File: config.mk
export PLATFORM = sky130hd
export DESIGN_NAME = uart_rx
export DESIGN_NICKNAME = d
export VERILOG_FILES = /design/src/rtl/uart_rx_pkg.sv /design/src/rtl/uart_rx.sv
export SDC_FILE = /design/constraint.sdc
export NUM_CORES = 1
export LEC_CHECK = 0
export CAP_MARGIN = 20
export CORE_UTILIZATION = 48
export DETAILED_ROUTE_END_ITERATION = 10
export HOLD_SLACK_MARGIN = 0.03
export PLACE_DENSITY = 0.85
export SKIP_CTS_REPAIR_TIMING = 1
export SLEW_MARGIN = 20
export SYNTH_ARGS = -nofsm -noshare
export SYNTH_HDL_FRONTEND = slang
export SYNTH_SLANG_ARGS = --single-unit
File: constraint.sdc
create_clock -name clk -period 1.45 [get_ports clk]
set_input_delay 0.29 -clock clk [delete_from_list [all_inputs] [get_ports clk]]
set_output_delay 0.29 -clock clk [all_outputs]
set_load 0.02 [all_outputs]
File: src/rtl/uart_rx_pkg.sv
// rtl/uart_rx_pkg.sv - shared UART frame-format constants for the receiver
package uart_rx_pkg;
  localparam int UART_CLKS_PER_BIT = 104;
  localparam int UART_SYNC_STAGES  = 2;
  localparam int DATA_BITS         = 8;
endpackage

File: src/rtl/uart_rx.sv
// rtl/uart_rx.sv - 8N1 UART receiver with single-entry hold buffer
module uart_rx
  import uart_rx_pkg::*;
#(
  parameter int CLKS_PER_BIT = UART_CLKS_PER_BIT,
  parameter int SYNC_STAGES  = UART_SYNC_STAGES
) (
  input  logic                 clk,
  input  logic                 rst,
  input  logic                 din,
  output logic [DATA_BITS-1:0] data_out,
  output logic                 valid,
  input  logic                 ack,
  output logic                 frame_err,
  output logic                 overrun,
  output logic                 busy
);
  localparam int CW = $clog2(CLKS_PER_BIT);
  localparam logic [CW-1:0] LP_HALF = CW'(CLKS_PER_BIT / 2 - 1);
  localparam logic [CW-1:0] LP_FULL = CW'(CLKS_PER_BIT - 1);
  localparam logic [2:0]    LP_LAST = 3'(DATA_BITS - 1);

  typedef enum logic [1:0] {S_IDLE, S_START, S_DATA, S_STOP} state_t;

  state_t                 r_state;
  state_t                 w_state_nxt;
  logic [SYNC_STAGES-1:0] r_sync;
  logic [CW-1:0]          r_cnt;
  logic [CW-1:0]          w_cnt_nxt;
  logic [2:0]             r_bit_cnt;
  logic [2:0]             w_bit_nxt;
  logic [DATA_BITS-1:0]   r_shift;
  logic [DATA_BITS-1:0]   w_shift_nxt;
  logic                   w_sdin;
  logic                   w_stop_evt;

  assign w_sdin = r_sync[SYNC_STAGES-1];
  assign busy   = (r_state != S_IDLE);

  // Line idles high, so the synchroniser resets to 1 to avoid a false start bit.
  always_ff @(posedge clk) begin
    if (rst) r_sync <= '1;
    else     r_sync <= {r_sync[SYNC_STAGES-2:0], din};
  end

  always_ff @(posedge clk) begin
    if (rst) begin
      r_state   <= S_IDLE;
      r_cnt     <= '0;
      r_bit_cnt <= '0;
      r_shift   <= '0;
    end else begin
      r_state   <= w_state_nxt;
      r_cnt     <= w_cnt_nxt;
      r_bit_cnt <= w_bit_nxt;
      r_shift   <= w_shift_nxt;
    end
  end

  always_comb begin
    w_state_nxt = r_state;
    w_cnt_nxt   = r_cnt + 1'b1;
    w_bit_nxt   = r_bit_cnt;
    w_shift_nxt = r_shift;
    w_stop_evt  = 1'b0;
    case (r_state)
      S_IDLE: begin
        w_cnt_nxt = '0;
        w_bit_nxt = '0;
        if (!w_sdin) w_state_nxt = S_START;
      end
      S_START: begin
        if (r_cnt == LP_HALF) begin
          w_cnt_nxt   = '0;
          w_state_nxt = w_sdin ? S_IDLE : S_DATA;
        end
      end
      S_DATA: begin
        if (r_cnt == LP_FULL) begin
          w_cnt_nxt   = '0;
          w_shift_nxt = {w_sdin, r_shift[DATA_BITS-1:1]};
          w_bit_nxt   = r_bit_cnt + 3'd1;
          if (r_bit_cnt == LP_LAST) w_state_nxt = S_STOP;
        end
      end
      S_STOP: begin
        if (r_cnt == LP_FULL) begin
          w_cnt_nxt   = '0;
          w_stop_evt  = 1'b1;
          w_state_nxt = S_IDLE;
        end
      end
      default: w_state_nxt = S_IDLE;
    endcase
  end

  // A completing byte may replace the held one only if it is popped on the same cycle.
  always_ff @(posedge clk) begin
    if (rst) begin
      data_out  <= '0;
      valid     <= 1'b0;
      frame_err <= 1'b0;
      overrun   <= 1'b0;
    end else begin
      frame_err <= 1'b0;
      overrun   <= 1'b0;
      if (valid && ack) valid <= 1'b0;
      if (w_stop_evt) begin
        if (!w_sdin) begin
          frame_err <= 1'b1;
        end else if (!valid || ack) begin
          data_out <= r_shift;
          valid    <= 1'b1;
        end else begin
          overrun <= 1'b1;
        end
      end
    end
  end
endmodule

==> impl_summary.log, run 1 <==
[metrics] antenna violations before repair: 0
[metrics] number of clock sinks seen by CTS: 33
[metrics] Via-to-Cell Ratio: 5.61
[metrics] met3 routed wirelength: 143 um
[metrics] Max H-tree Level: 2
[metrics] Post-Synthesis Net Count: 157
[metrics] Sw Share: 21.9%
[metrics] global-route usage over all layers: 20.1%
[metrics] Worst EP arrival: 1.82 ns
[metrics] reported leakage power: 0.945 nW
[metrics] # IOs: 16
[metrics] worst-case setup slack after placement: -0.117 ns
[metrics] Max VDD drop: 0.000865 V
[metrics] row count: 19
[metrics] P per Cell Area: 830 nW/um2
[metrics] number of DRC markers in iteration 0: 36
[metrics] P_sw: 341 uW
[metrics] Critical Path End Type: register
[metrics] effective utilization at floorplan: 50.4%
[metrics] via count of the first global-routing pass: 1,130
[metrics] Tmin final: 1.55 ns
[metrics] Total Nets Final: 193
[metrics] placed cell count: 205
[metrics] width of the die: 55.8 um
[metrics] DP HPWL: 2070 um
[metrics] vertical extent of the die: 55.8 um
[metrics] placeable core region: 2760 um2
[metrics] clock-pin slew reported for the worst setup and hold paths after clock tree synthesis: 0.10 ns
[metrics] max-slew violation count: 0
[metrics] internal power: 1.22 mW
[metrics] Slew HR: 42.3%
[metrics] maximum number of pins on one net before global-route repair: 17
[metrics] DR DRC count: 0
[metrics] total congestion overflow after global routing: 0
[metrics] post-route total power: 1.56 mW
[metrics] top layer used by detailed routing: met4
[metrics] launching element type of the critical path: register
[metrics] post-layout instance count excluding filler cells: 218
[metrics] Reg power frac: 58.7%
[metrics] number of diodes: 0
[metrics] detailed-routed wire length on met2: 1580 um
[metrics] required time worst endpoint: 1.72 ns
[metrics] share of post-route cells with drive strength above 1: 31.6%
[metrics] final critical-path setup slack: -0.103 ns
[metrics] area of the mapped netlist: 1390 um2
[metrics] CP startpoint: r_cnt[1]
[metrics] Bufs on Longest Clock Path: 2
[metrics] die area: 3110 um2
[metrics] peak clock frequency supported by timing: 644 MHz
[metrics] detail-routed net length per standard cell: 14.2 um
[metrics] area taken by flip-flops and latches: 667 um2
[metrics] mean post-synth cell area: 9.26 um2
[metrics] Post-synth top flop: dfxtp_1
[metrics] total via count after detailed routing: 1,222
[metrics] count of maximum capacitance violations: 0
[metrics] top library cells by usage in the layout, fill and taps aside: dfxtp_1 (28), nor2_1 (18), buf_4 (17)
[metrics] routability congestion estimate from global placement: 0.797
[metrics] combinational share of power: 3.5%
[metrics] status: finished, violations left
[metrics] path type of the worst min-delay path: reg2reg
[metrics] WL met1: 1280 um
[metrics] insertion delay of the later-clocked pin in the worst-skew pair: 0.34 ns
[metrics] IO Port Bufs: 15
[metrics] setup repair after global routing missed its margin: yes
[metrics] most common cell after layout, fill and taps aside: dfxtp_1
[metrics] final hold viol count: 0
[metrics] final worst clock skew: 0.00773 ns
[metrics] first drt pass iteration count: 4
[metrics] worst reg2reg path startpoint: r_cnt[1]
[metrics] post-route worst hold slack: 0.420 ns
[metrics] crit path max fanout: 6
[metrics] Distinct cells, synth: 37
[metrics] first-pass GRT wire length: 4860 um
[metrics] Final Cycle Share: 107%
[metrics] synth warn: 0
[metrics] total CTS buffers: 5
[metrics] root cell of the clock tree: clkbuf_4
[metrics] hold_sp: r_sync[0]
[metrics] violated checks: setup timing
[metrics] fraction of power consumed by the clock network: 37.8%
[metrics] proportion of synthesized chip area in sequential cells: 47.6%
[metrics] antenna viol nets, final: 0
[metrics] total detailed-routing wirelength: 3090 um
[metrics] layout-stage area growth over the synthesis result: 35.3%
[metrics] fraction of registers with async set or reset after synthesis: 0%
[metrics] clock tree from TritonCTS: built
[metrics] register bit total from synthesis: 33
[metrics] Setup-failing EPs final: 26
[metrics] footprint of the multi-input gates: 736 um2
[metrics] final-layout fill cell count: 231
[metrics] post-synthesis instance total: 150
[metrics] pin slew with the least headroom to its limit: 0.864 ns
[metrics] Post-synth EDFFs: 0
[metrics] worst setup path category: reg2reg
cell type report:
| cell class | count | area share [%] |
|---|---|---|
| tap | 31 | 2.06 |
| sequential | 33 | 35.5 |
| timing repair buffer | 37 | 19.2 |
| multi-input combinational | 107 | 39.1 |
| clock buffer | 7 | 3.46 |
| clock inverter | 1 | 0.266 |
| inverter | 2 | 0.399 |
worst max-delay path, stage by stage, from the launching register on:
cell and delay, ns:
dfxtp_2 0.35, ha_4 0.16, and3b_2 0.26, and3_4 0.20
o32a_1 0.40, nor2_1 0.12
power by group through the flow:
stage	sequential, mW	clock [mW]	combinational (mW)
floorplan	0.936	0	0.0312
global placement	0.936	0	0.0521
detailed placement	0.936	0	0.0539
CTS	0.915	0.594	0.0545
global route	0.917	0.637	0.0603
finish	0.916	0.589	0.0545
worst paths after layout:
path	end	slack, ns	depth (start not counted)
max	r_cnt[5]	-0.10	5
min	r_sync[1]	0.42	1
max reg2reg	r_cnt[5]	-0.10	5
min reg2reg	r_sync[1]	0.42	1
kinds of logic after synthesis:
group / share of synthesized area (%)
simple gates: 25.5
buf+inv: 4.50
mux: 5.77
compound gates: 10.8
xor+xnor: 3.15
flops: 47.6
fa+ha+maj: 2.70
per-stage QoR:
| step | util, % | instance area (um2) | setup TNS, ns |
|---|---|---|---|
| detailed placement | 60.5 | 1670 | -1.31 |
| CTS | 63.0 | 1740 | -3.12 |
| floorplan | - | 1410 | -0.129 |
| global route | 68.1 | 1880 | -3.35 |
| finish | 68.1 | 1880 | -1.80 |
| global placement | 60.5 | 1670 | -0.406 |
routing by layer:
metal | track usage, % | up-vias
met3 | 6.98 | 12
li1 | - | 602
met4 | 9.64 | 0
met5 | 0 | -
met1 | 21.5 | 576
met2 | 35.3 | 32
flip-flops by register name, summed over array words and instances, names as in the netlist, named ones only:
name and count:
r_shift 8, overrun 1, r_cnt 7, valid 1, r_state 1, data_out 8
r_sync 2, frame_err 1, r_bit_cnt 3
Yosys cell counts, drive strengths merged (2+ instances only):
cell | number | share of area (%)
a21oi | 13 | 4.7
a31oi | 3 | 1.4
and2 | 2 | 0.99
and3b | 2 | 1.6
buf | 5 | 2.8
clkbuf | 2 | 0.54
dfxtp | 33 | 48
ha | 3 | 2.7
inv | 2 | 0.54
mux2i | 8 | 5.8
nand2 | 7 | 2.4
nand2b | 3 | 1.4
nand3 | 15 | 5.4
nand4b | 2 | 1.3
nor2 | 19 | 5.1
nor3 | 3 | 1.1
o21ai | 8 | 2.9
or2 | 2 | 0.90
or4b | 2 | 1.4
xnor2 | 3 | 1.9
xor2 | 2 | 1.3
(Power assumes the default switching activity.)
==> inputs of run 2 (changes only) <==
--- a/config.mk
+++ b/config.mk
@@ -6,10 +6,11 @@
 export NUM_CORES = 1
 export LEC_CHECK = 0
 export CAP_MARGIN = 20
-export CORE_UTILIZATION = 48
+export CORE_UTILIZATION = 54
+export CTS_CLUSTER_SIZE = 20
 export DETAILED_ROUTE_END_ITERATION = 10
 export HOLD_SLACK_MARGIN = 0.03
-export PLACE_DENSITY = 0.85
+export PLACE_DENSITY = 0.89
 export SKIP_CTS_REPAIR_TIMING = 1
 export SLEW_MARGIN = 20
 export SYNTH_ARGS = -nofsm -noshare
==> constraint.sdc (replaced) <==
create_clock -name clk -period 1.74 [get_ports clk]
set_input_delay 0.348 -clock clk [delete_from_list [all_inputs] [get_ports clk]]
set_output_delay 0.348 -clock clk [all_outputs]
set_load 0.02 [all_outputs]
==> run 2 against run 1 <==
The run now ends clean. Worst setup slack improved by 0.19 ns. Final area is 13% lower. Register-to-register slack improved by 0.19 ns. Clock skew increased by 0.010 ns.
==> impl_summary.log, run 2 (synthesized netlist as in run 1, its figures left out) <==
[metrics] Buf/Inv on CP: 1 (+1)
[metrics] Total Nets Final: 177 (-8.3%)
[metrics] cell-by-cell trace of the critical path: clkdlybuf4s50_1
[metrics] final instance area: 1630 um2 (-13%)
[metrics] number of diodes: 0 (unchanged)
[metrics] number of clock sinks seen by CTS: 33 (unchanged)
[metrics] setup_tns: 0 ns (+1.80 ns)
[metrics] Via-to-Cell Ratio: 5.85 (+4.3%)
[metrics] count of maximum capacitance violations: 0 (unchanged)
[metrics] Slowest Stage Delay on Critical Path: 0.61 ns (+0.21 ns)
[metrics] required time worst endpoint: 1.39 ns (-0.33 ns)
[metrics] Critical Path End Type: output pin
[metrics] setup repair after global routing missed its margin: no
[metrics] max-slew violation count: 0 (unchanged)
[metrics] post-route total power: 1.22 mW (-22%)
[metrics] placed cell areas: 1560 um2 (-6.5%)
[metrics] detail-routed net length per standard cell: 13.9 um (-2.3%)
[metrics] detailed-routed wire length on met2: 1450 um (-8.1%)
[metrics] number of DRC markers in iteration 0: 32 (-11%)
[metrics] total detailed-routing wirelength: 2790 um (-9.9%)
[metrics] total via count after detailed routing: 1,175 (-3.8%)
[metrics] final hold viol count: 0 (unchanged)
[metrics] routability congestion estimate from global placement: 0.813 (+2.1%)
[metrics] antenna violations before repair: 0 (unchanged)
[metrics] antenna viol nets, final: 0 (unchanged)
[metrics] internal power: 932 uW (-23%)
[metrics] top library cells by usage in the layout, fill and taps aside: dfxtp_1 (32), nor2_1 (19), nand3_1 (15)
[metrics] top layer used by detailed routing: met4
[metrics] maximum number of pins on one net before global-route repair: 16 (-1)
[metrics] first drt pass iteration count: 4 (unchanged)
[metrics] insertion delay of the later-clocked pin in the worst-skew pair: 0.35 ns (about the same)
[metrics] Final Cycle Share: 95.1%
[metrics] most common cell after layout, fill and taps aside: dfxtp_1
[metrics] peak clock frequency supported by timing: 604 MHz
[metrics] die area: 2780 um2 (-11%)
[metrics] IO Port Bufs: 15 (unchanged)
[metrics] DP HPWL: 1930 um (-6.8%)
[metrics] placeable core region: 2450 um2 (-11%)
[metrics] worst setup path category: reg2out
[metrics] clock-pin slew reported for the worst setup and hold paths after clock tree synthesis: 0.11 ns (about the same)
[metrics] vertical extent of the die: 52.7 um (-5.5%)
[metrics] share of post-route cells with drive strength above 1: 13.5% (-18 points)
[metrics] root cell of the clock tree: clkbuf_4
[metrics] Regs by FF count: data_out (8), r_shift (8), r_cnt (7)
[metrics] P_sw: 287 uW (-16%)
[metrics] clock tree from TritonCTS: built
[metrics] layout-stage area growth over the synthesis result: 17.2%
[metrics] Reg power frac: 62.5% (+3.8 points)
[metrics] reported leakage power: 0.654 nW (-31%)
[metrics] met3 routed wirelength: 132 um (-7.7%)
[metrics] Bufs on Longest Clock Path: 2 (unchanged)
[metrics] row count: 18 (-1)
[metrics] global-route usage over all layers: 23.4% (+3.2 points)
[metrics] CP startpoint: valid
[metrics] via count of the first global-routing pass: 1,032 (-8.7%)
[metrics] width of the die: 52.7 um (-5.5%)
[metrics] # IOs: 16 (unchanged)
[metrics] crit path max fanout: 3 (-3)
[metrics] Sw Share: 23.5% (+1.6 points)
[metrics] combinational share of power: 3.4% (about the same)
[metrics] path type of the worst min-delay path: reg2reg
[metrics] launching element type of the critical path: register
[metrics] effective utilization at floorplan: 56.6% (+6.2 points)
[metrics] worst-path cell with the longest stage delay: clkdlybuf4s50_1
[metrics] P per Cell Area: 749 nW/um2 (-9.8%)
[metrics] total congestion overflow after global routing: 0 (unchanged)
[metrics] final worst clock skew: 0.0181 ns (+0.0104 ns)
[metrics] Slew HR: 69.9% (+28 points)
[metrics] DR DRC count: 0 (unchanged)
[metrics] status: complete, no violations
[metrics] Max H-tree Level: 2 (unchanged)
[metrics] pin slew with the least headroom to its limit: 0.451 ns (-0.412 ns)
[metrics] Max VDD drop: 0.000586 V (-32%)
[metrics] total CTS buffers: 5 (unchanged)
[metrics] first-pass GRT wire length: 4460 um (-8.1%)
[metrics] Top Family by Delay on Critical Path: buffers and inverters
[metrics] Tmin final: 1.65 ns
[metrics] WL met1: 1120 um (-13%)
[metrics] fraction of power consumed by the clock network: 34.1% (-3.7 points)
[metrics] Worst EP arrival: 1.31 ns (-0.51 ns)
[metrics] worst reg2reg path startpoint: r_cnt[1]
[metrics] Setup-failing EPs final: 0 (-100%)
[metrics] hold_sp: r_sync[0]
run 2: cell types whose count changed in the layout (fill, tap and decap cells not counted), moves of 4 or more:
cell,delta
clkdlybuf4s50_1,+11
o21ai_0,+8
buf_6,-4
buf_4,-11
dlymetal6s2s_1,-10
dfxtp_1,+4
dfxtp_2,-4
o21ai_2,-7
run 2: metrics by stage:
stage	std cells	setup slack (ns)	util, %	hold slack [ns]
2_1_floorplan	150	0.136	-	0.389
3_3_place_gp	192	0.0158	63.5	0.397
3_5_place_dp	192	-0.0776	63.5	0.402
4_1_cts	200	-0.173	65.6	0.417
5_1_grt	201	0.0119	66.3	0.421
6_report	201	0.0856	66.3	0.407
run 2: cell type report:
class | count | area, um2
clock buffers | 6 | 41.3
clock inverters | 2 | 10.0
fillers | 197 | 827
inverters | 2 | 7.51
multi-input cells | 107 | 672
flip-flops and latches | 33 | 662
well taps | 30 | 37.5
repair buffers | 21 | 198
run 2: per-layer routing:
metal	vias up	track usage, %
li1	566	-
met1	563	25.6
met2	36	37.8
met3	10	6.09
met4	0	18.4
met5	-	0
run 2: power groups by stage:
stage	clock network [mW]	logic, mW	registers [mW]
final	0.415	0.0417	0.762
after global routing	0.467	0.0454	0.763
after CTS	0.422	0.0415	0.762
after floorplan	0	0.0257	0.779
after global placement	0	0.0397	0.780
after detailed placement	0	0.0413	0.780
run 2: path summary, 6_finish.rpt:
check | endpoint | slack, ns | cells past startpoint
worst min-delay path | r_sync[1] | 0.41 | 1
worst max register to register | r_shift[2] | 0.09 | 5
worst max-delay path | valid | 0.09 | 1
worst min register to register | r_sync[1] | 0.41 | 1
